## src/rtl/dmem_arbiter.sv

```systemverilog
// ---------------------------------------------------------------------------
// dmem_arbiter
//
// Shares a single data-memory port between two requesters. Master 0 is the
// CPU load/store path, master 1 is the I/O / DMA engine. A round-robin
// arbiter picks a winner in IDLE and latches its command. A fixed-length
// ACCESS phase then drives the memory strobes for WAIT cycles. A DONE cycle
// returns a one-cycle acknowledge to the winner.
//
// Parameters
//   DW    data width of masters and memory
//   AW    address width
//   WAIT  cycles mem_cs is held per access (1..15)
//
// Ports
//   sys_clk            system clock, rising edge
//   reset              synchronous, active-high reset
//   m0_req / m1_req    access request, held until the matching ack
//   m0_wr  / m1_wr     1 = write, 0 = read
//   m0_addr / m1_addr  request address
//   m0_wdata/ m1_wdata write data
//   m0_rdata/ m1_rdata last read data returned to that master
//   m0_ack / m1_ack    one-cycle completion pulse
//   mem_cs, mem_rd, mem_wr  memory strobes (active only in ACCESS)
//   mem_addr, mem_din  latched address / write data toward memory
//   mem_dout           read data from memory
//   busy               high while an access is in ACCESS or DONE
//   owner              master currently or most recently granted
// ---------------------------------------------------------------------------
module dmem_arbiter #(
  parameter int DW   = 32,
  parameter int AW   = 12,
  parameter int WAIT = 1
) (
  input  logic          sys_clk,
  input  logic          reset,

  input  logic          m0_req,
  input  logic          m0_wr,
  input  logic [AW-1:0] m0_addr,
  input  logic [DW-1:0] m0_wdata,
  output logic [DW-1:0] m0_rdata,
  output logic          m0_ack,

  input  logic          m1_req,
  input  logic          m1_wr,
  input  logic [AW-1:0] m1_addr,
  input  logic [DW-1:0] m1_wdata,
  output logic [DW-1:0] m1_rdata,
  output logic          m1_ack,

  output logic          mem_cs,
  output logic          mem_rd,
  output logic          mem_wr,
  output logic [AW-1:0] mem_addr,
  output logic [DW-1:0] mem_din,
  input  logic [DW-1:0] mem_dout,

  output logic          busy,
  output logic          owner
);

  // The counter holds WAIT-1 at grant and counts down to 0. Four bits
  // cover the whole legal WAIT range.
  localparam int         CNT_W    = 4;
  localparam logic [3:0] CNT_LOAD = 4'(WAIT - 1);

  typedef enum logic [1:0] {
    IDLE   = 2'd0,
    ACCESS = 2'd1,
    DONE   = 2'd2
  } state_e;

  state_e           state_q,   state_d;
  logic [CNT_W-1:0] cnt_q,     cnt_d;
  logic             owner_q,   owner_d;
  logic             lastGnt_q, lastGnt_d;
  logic             wr_q,      wr_d;
  logic [AW-1:0]    addr_q,    addr_d;
  logic [DW-1:0]    wdata_q,   wdata_d;
  logic [DW-1:0]    rdata0_q,  rdata0_d;
  logic [DW-1:0]    rdata1_q,  rdata1_d;

  // Winner of the current IDLE cycle. Only meaningful when anyReq is high.
  logic anyReq;
  logic gntSel;

  // Round robin: a lone requester always wins. On a tie, the master that
  // was not granted last wins. lastGnt resets to 1, so master 0 takes the
  // first tie.
  always_comb begin
    anyReq = m0_req | m1_req;
    if (m0_req && m1_req) begin
      gntSel = ~lastGnt_q;
    end else begin
      gntSel = m1_req;
    end
  end

  // Next-state logic. On a grant, the chosen master's command is snapshotted
  // so that the requester may change or drop its inputs during the access
  // without disturbing it. Read data is captured on the final ACCESS cycle.
  // It is therefore already valid in the DONE (ack) cycle.
  always_comb begin
    state_d   = state_q;
    cnt_d     = cnt_q;
    owner_d   = owner_q;
    lastGnt_d = lastGnt_q;
    wr_d      = wr_q;
    addr_d    = addr_q;
    wdata_d   = wdata_q;
    rdata0_d  = rdata0_q;
    rdata1_d  = rdata1_q;

    unique case (state_q)
      IDLE: begin
        if (anyReq) begin
          owner_d   = gntSel;
          lastGnt_d = gntSel;
          cnt_d     = CNT_LOAD;
          state_d   = ACCESS;
          if (gntSel) begin
            wr_d    = m1_wr;
            addr_d  = m1_addr;
            wdata_d = m1_wdata;
          end else begin
            wr_d    = m0_wr;
            addr_d  = m0_addr;
            wdata_d = m0_wdata;
          end
        end
      end

      ACCESS: begin
        if (cnt_q == '0) begin
          if (!wr_q) begin
            if (owner_q) begin
              rdata1_d = mem_dout;
            end else begin
              rdata0_d = mem_dout;
            end
          end
          state_d = DONE;
        end else begin
          cnt_d = cnt_q - 1'b1;
        end
      end

      DONE: begin
        state_d = IDLE;
      end

      default: begin
        state_d = IDLE;
      end
    endcase
  end

  // State and datapath registers. Reset aborts any access in flight. It
  // returns every register to its idle value, including the read-data
  // registers.
  always_ff @(posedge sys_clk) begin
    if (reset) begin
      state_q   <= IDLE;
      cnt_q     <= '0;
      owner_q   <= 1'b0;
      lastGnt_q <= 1'b1;
      wr_q      <= 1'b0;
      addr_q    <= '0;
      wdata_q   <= '0;
      rdata0_q  <= '0;
      rdata1_q  <= '0;
    end else begin
      state_q   <= state_d;
      cnt_q     <= cnt_d;
      owner_q   <= owner_d;
      lastGnt_q <= lastGnt_d;
      wr_q      <= wr_d;
      addr_q    <= addr_d;
      wdata_q   <= wdata_d;
      rdata0_q  <= rdata0_d;
      rdata1_q  <= rdata1_d;
    end
  end

  // Strobes and acks are decoded from the registered state, so they are
  // glitch-free. They drop the cycle after a reset. The address and write
  // data always come from the latch, so they hold outside ACCESS.
  always_comb begin
    mem_cs   = (state_q == ACCESS);
    mem_rd   = (state_q == ACCESS) & ~wr_q;
    mem_wr   = (state_q == ACCESS) &  wr_q;
    mem_addr = addr_q;
    mem_din  = wdata_q;
    m0_ack   = (state_q == DONE) & ~owner_q;
    m1_ack   = (state_q == DONE) &  owner_q;
    m0_rdata = rdata0_q;
    m1_rdata = rdata1_q;
    busy     = (state_q != IDLE);
    owner    = owner_q;
  end

endmodule
```

## config.mk

```make
export PLATFORM = sky130hd
export DESIGN_NAME = dmem_arbiter
export DESIGN_NICKNAME = d
export VERILOG_FILES = /design/src/rtl/dmem_arbiter.sv
export SDC_FILE = /design/constraint.sdc
export NUM_CORES = 1
export LEC_CHECK = 0
export CAP_MARGIN = 10
export CORE_MARGIN = 2
export CORE_UTILIZATION = 35
export CTS_BUF_LIST = sky130_fd_sc_hd__clkbuf_8 sky130_fd_sc_hd__clkbuf_16
export DETAILED_ROUTE_END_ITERATION = 8
export PLACE_DENSITY_LB_ADDON = 0.08
export SYNTH_ARGS = -nofsm -noshare
export SYNTH_HDL_FRONTEND = slang
export SYNTH_SLANG_ARGS = --single-unit
```

## constraint.sdc

```tcl
create_clock -name sys_clk -period 4.5 [get_ports sys_clk]
set_input_delay 0.9 -clock sys_clk [delete_from_list [all_inputs] [get_ports sys_clk]]
set_output_delay 0.9 -clock sys_clk [all_outputs]
set_load 0.005 [all_outputs]
```

==> results.sh <==
export IMPL_outcome="finished, final reports clean"
export IMPL_setup_viol=0
export IMPL_synth_seq_cells=117
export IMPL_die_w_um=125
export IMPL_post_route_period_util=0.602
export IMPL_clock_skew_final_ns=0.00631
export IMPL_yosysTopAreaCellShare=0.454
export IMPL_crit_path_end="mem_wr"
export IMPL_grt_start_max_net_pins=98
export IMPL_cts_tree="yes"
export IMPL_regToRegStartpoint="cnt_q[0]"
export IMPL_async_flop_share=0
export IMPL_fmax_mhz=369
export IMPL_place_area_um2=7640
export IMPL_final_layout_size_suffix_gt1_frac=0.153
export IMPL_grt_use_total=0.173
export IMPL_core_area_um2=14500
export IMPL_synth_fp_nets=572
export IMPL_cts_setup_buffers=0
export IMPL_powerDensity_nw_per_um2=355
export IMPL_p_seq_frac=0.397
export IMPL_r2r_end="m1_rdata[0]"
export IMPL_cp_top_family="buffers and inverters"
export IMPL_synth_edf_count=0
export IMPL_p_sw_frac=0.228
export IMPL_worstHoldPathType="register to register"
export IMPL_crit_path_start="state_q[0]"
export IMPL_vias=4099
export IMPL_holdWs_ns=0.456
export IMPL_io_pins=241
export IMPL_final_nets=804
export IMPL_htreeDepth=4
export IMPL_initial_core_util=0.356
export IMPL_power_switching_uw=664
export IMPL_yosysTopAreaCell="dfxtp_1"
export IMPL_syn2layout_area_growth_pct=58.8
export IMPL_rsz0062_at_grt="false"
export IMPL_r2r_slack_ns=2.21
export IMPL_ys_top_cells_by_count="dfxtp_1, mux2i_1, or2b_2, nand2b_1, o2bb2ai_1"
export IMPL_crit_buf_inv=2
export IMPL_period_needed_ns=2.71
export IMPL_hpwl_mm=9.95
export IMPL_drt_wl_total_mm=13.8
export IMPL_yosys_warnings=0
export IMPL_ctsResizeCount=0
export IMPL_timing_max_cap_violations=0
export IMPL_finalWeightedCongestion=0.741
export IMPL_syn_area_um2=5160
export IMPL_rows=44
export IMPL_grt_pass1_vias=4176
export IMPL_grt_pass1_wl_mm=21.8
export IMPL_syn_inst=444
export IMPL_die_area_um2=15700
export IMPL_postLayoutCellArea_um2=8190
export IMPL_drtIter0Drc=129
export IMPL_slew_headroom=0.412
export IMPL_nFillCells=1282
export IMPL_drv_slew=0
export IMPL_antenna_found_initial=0
export IMPL_worstRegToRegCells=5
export IMPL_synthTopCellsByArea="dfxtp_1, mux2i_1, or2b_2"
export IMPL_antenna_cells=0
export IMPL_p_int_uw=2250
export IMPL_crit_chain="nand2b_4 -> inv_2 -> and2_1 -> clkdlybuf4s50_1"
export IMPL_cts_hold_buf=0
export IMPL_worst_slew_pin_slew_ns=0.880
export IMPL_max_stage_delay_ns=0.52
export IMPL_drc=0
export IMPL_path_depth=4
export IMPL_irDropWorstVdd_mv=0.219
export IMPL_cp_max_fo=11
export IMPL_yosys_most_used_dff="dfxtp_1"
export IMPL_fp_dieH_um=125
export IMPL_tns_ns=0
export IMPL_worstPathArrival_ns=1.81
export IMPL_p_leak_uw=0.00321
export IMPL_cts_buffers=17
export IMPL_syn_avg_cell_area_um2=11.6
export IMPL_crit_type="register to output pin"
export IMPL_pwr_share_clk=0.430
export IMPL_cts_root_buf="clkbuf_16"
export IMPL_hold_violations=0
export IMPL_detail_route_antenna_nets=0
export IMPL_clock_sinks=117
export IMPL_synth_most_common_cell="dfxtp_1"
export IMPL_cts_buffer_depth=2
export IMPL_gr_total_overflow=0
export IMPL_worstPathRequired_ns=3.60
export IMPL_synth_distinct_cells=39
export IMPL_finalPower_uw=2910
export IMPL_comb_power_share=0.173
export IMPL_dr_pass1_iters=4
export IMPL_wl_per_cell_um=15.9
export IMPL_clk_pin_slew_ns=0.05
export IMPL_port_buffers=240
export IMPL_synth_seq_area_share=0.454
export IMPL_cp_slowest_cell="clkdlybuf4s50_1"
export IMPL_worst_setup_path_end_kind="output pin"
export IMPL_clock_latency_ns=0.40
export IMPL_start_kind="register"
export IMPL_vias_per_cell=4.71
==> how the worst min path moves through the flow <==
stage                 from  depth (start not counted)  slack (ns)          end
4_1_cts        mem_addr[4]                          1        0.46  mem_addr[4]
5_1_grt        mem_addr[0]                          1        0.47  mem_addr[0]
2_1_floorplan  mem_addr[0]                          1        0.46  mem_addr[0]
3_3_place_gp   mem_din[20]                          1        0.44  mem_din[20]
6_report       mem_addr[2]                          1        0.46  mem_addr[2]
3_5_place_dp   mem_addr[4]                          1        0.45  mem_addr[4]
==> kinds of logic after synthesis <==
group                      synth area share
and+or+nand+nor                       0.180
AOI/OAI and AO/OA                     0.104
adders and majority gates           0.00485
muxes                                 0.211
DFF                                   0.454
buffers and inverters                0.0458
==> stage by stage <==
step | cells | setup slack (ns) | util
2_1_floorplan | 444 | 2.50 | -
3_3_place_gp | 841 | 1.46 | 0.528
3_5_place_dp | 841 | 1.42 | 0.528
4_1_cts | 871 | 1.77 | 0.566
5_1_grt | 871 | 1.71 | 0.566
6_report | 871 | 1.79 | 0.566
==> power groups by stage <==
stage          clock network (µW)  registers [µW]  logic, µW
6_report                     1250            1160        502
2_1_floorplan                   0            1180        215
3_5_place_dp                    0            1170        509
3_3_place_gp                    0            1170        504
4_1_cts                      1280            1160        511
5_1_grt                      1330            1160        537
==> final cells by class <==
class	instances	area, µm²	share of cell area
inverters	5	18.8	0.00229
multi-input cells	290	2600	0.317
flip-flops and latches	117	2340	0.286
clock inverters	8	60.1	0.00733
well taps	184	230	0.0281
repair buffers	245	2450	0.299
clock buffers	22	494	0.0603
==> metal layers <==
metal | GRT usage | up-vias | wire (µm)
li1 | - | 2018 | -
met1 | 0.194 | 1935 | 5700
met3 | 0.0655 | 18 | 930
met5 | 0 | - | 0
met2 | 0.302 | 128 | 6960
met4 | 0.0582 | 0 | 237
==> placed cells by master (no fill, tap or decap), types with 2 or more instances in the layout <==
master	n
dfxtp_1	117
inv_2	2
or3_1	3
buf_4	4
ha_1	2
inv_1	7
o2bb2ai_2	7
a21oi_1	5
nor2_1	3
nand2b_1	41
o2bb2ai_1	38
nand2_1	2
mux2i_1	109
clkinv_2	3
or2b_2	55
clkbuf_16	17
or4_1	2
clkbuf_8	5
clkdlybuf4s50_1	239
o221ai_1	2
o21ai_0	3
==> state kept, by name, summed over array words and instances (netlist names), 2 cells and up <==
signal	flops
state_q	2
mem_din	32
m1_rdata	32
cnt_q	4
m0_rdata	32
mem_addr	12
No activity file was read; power rests on OpenSTA's default activity.
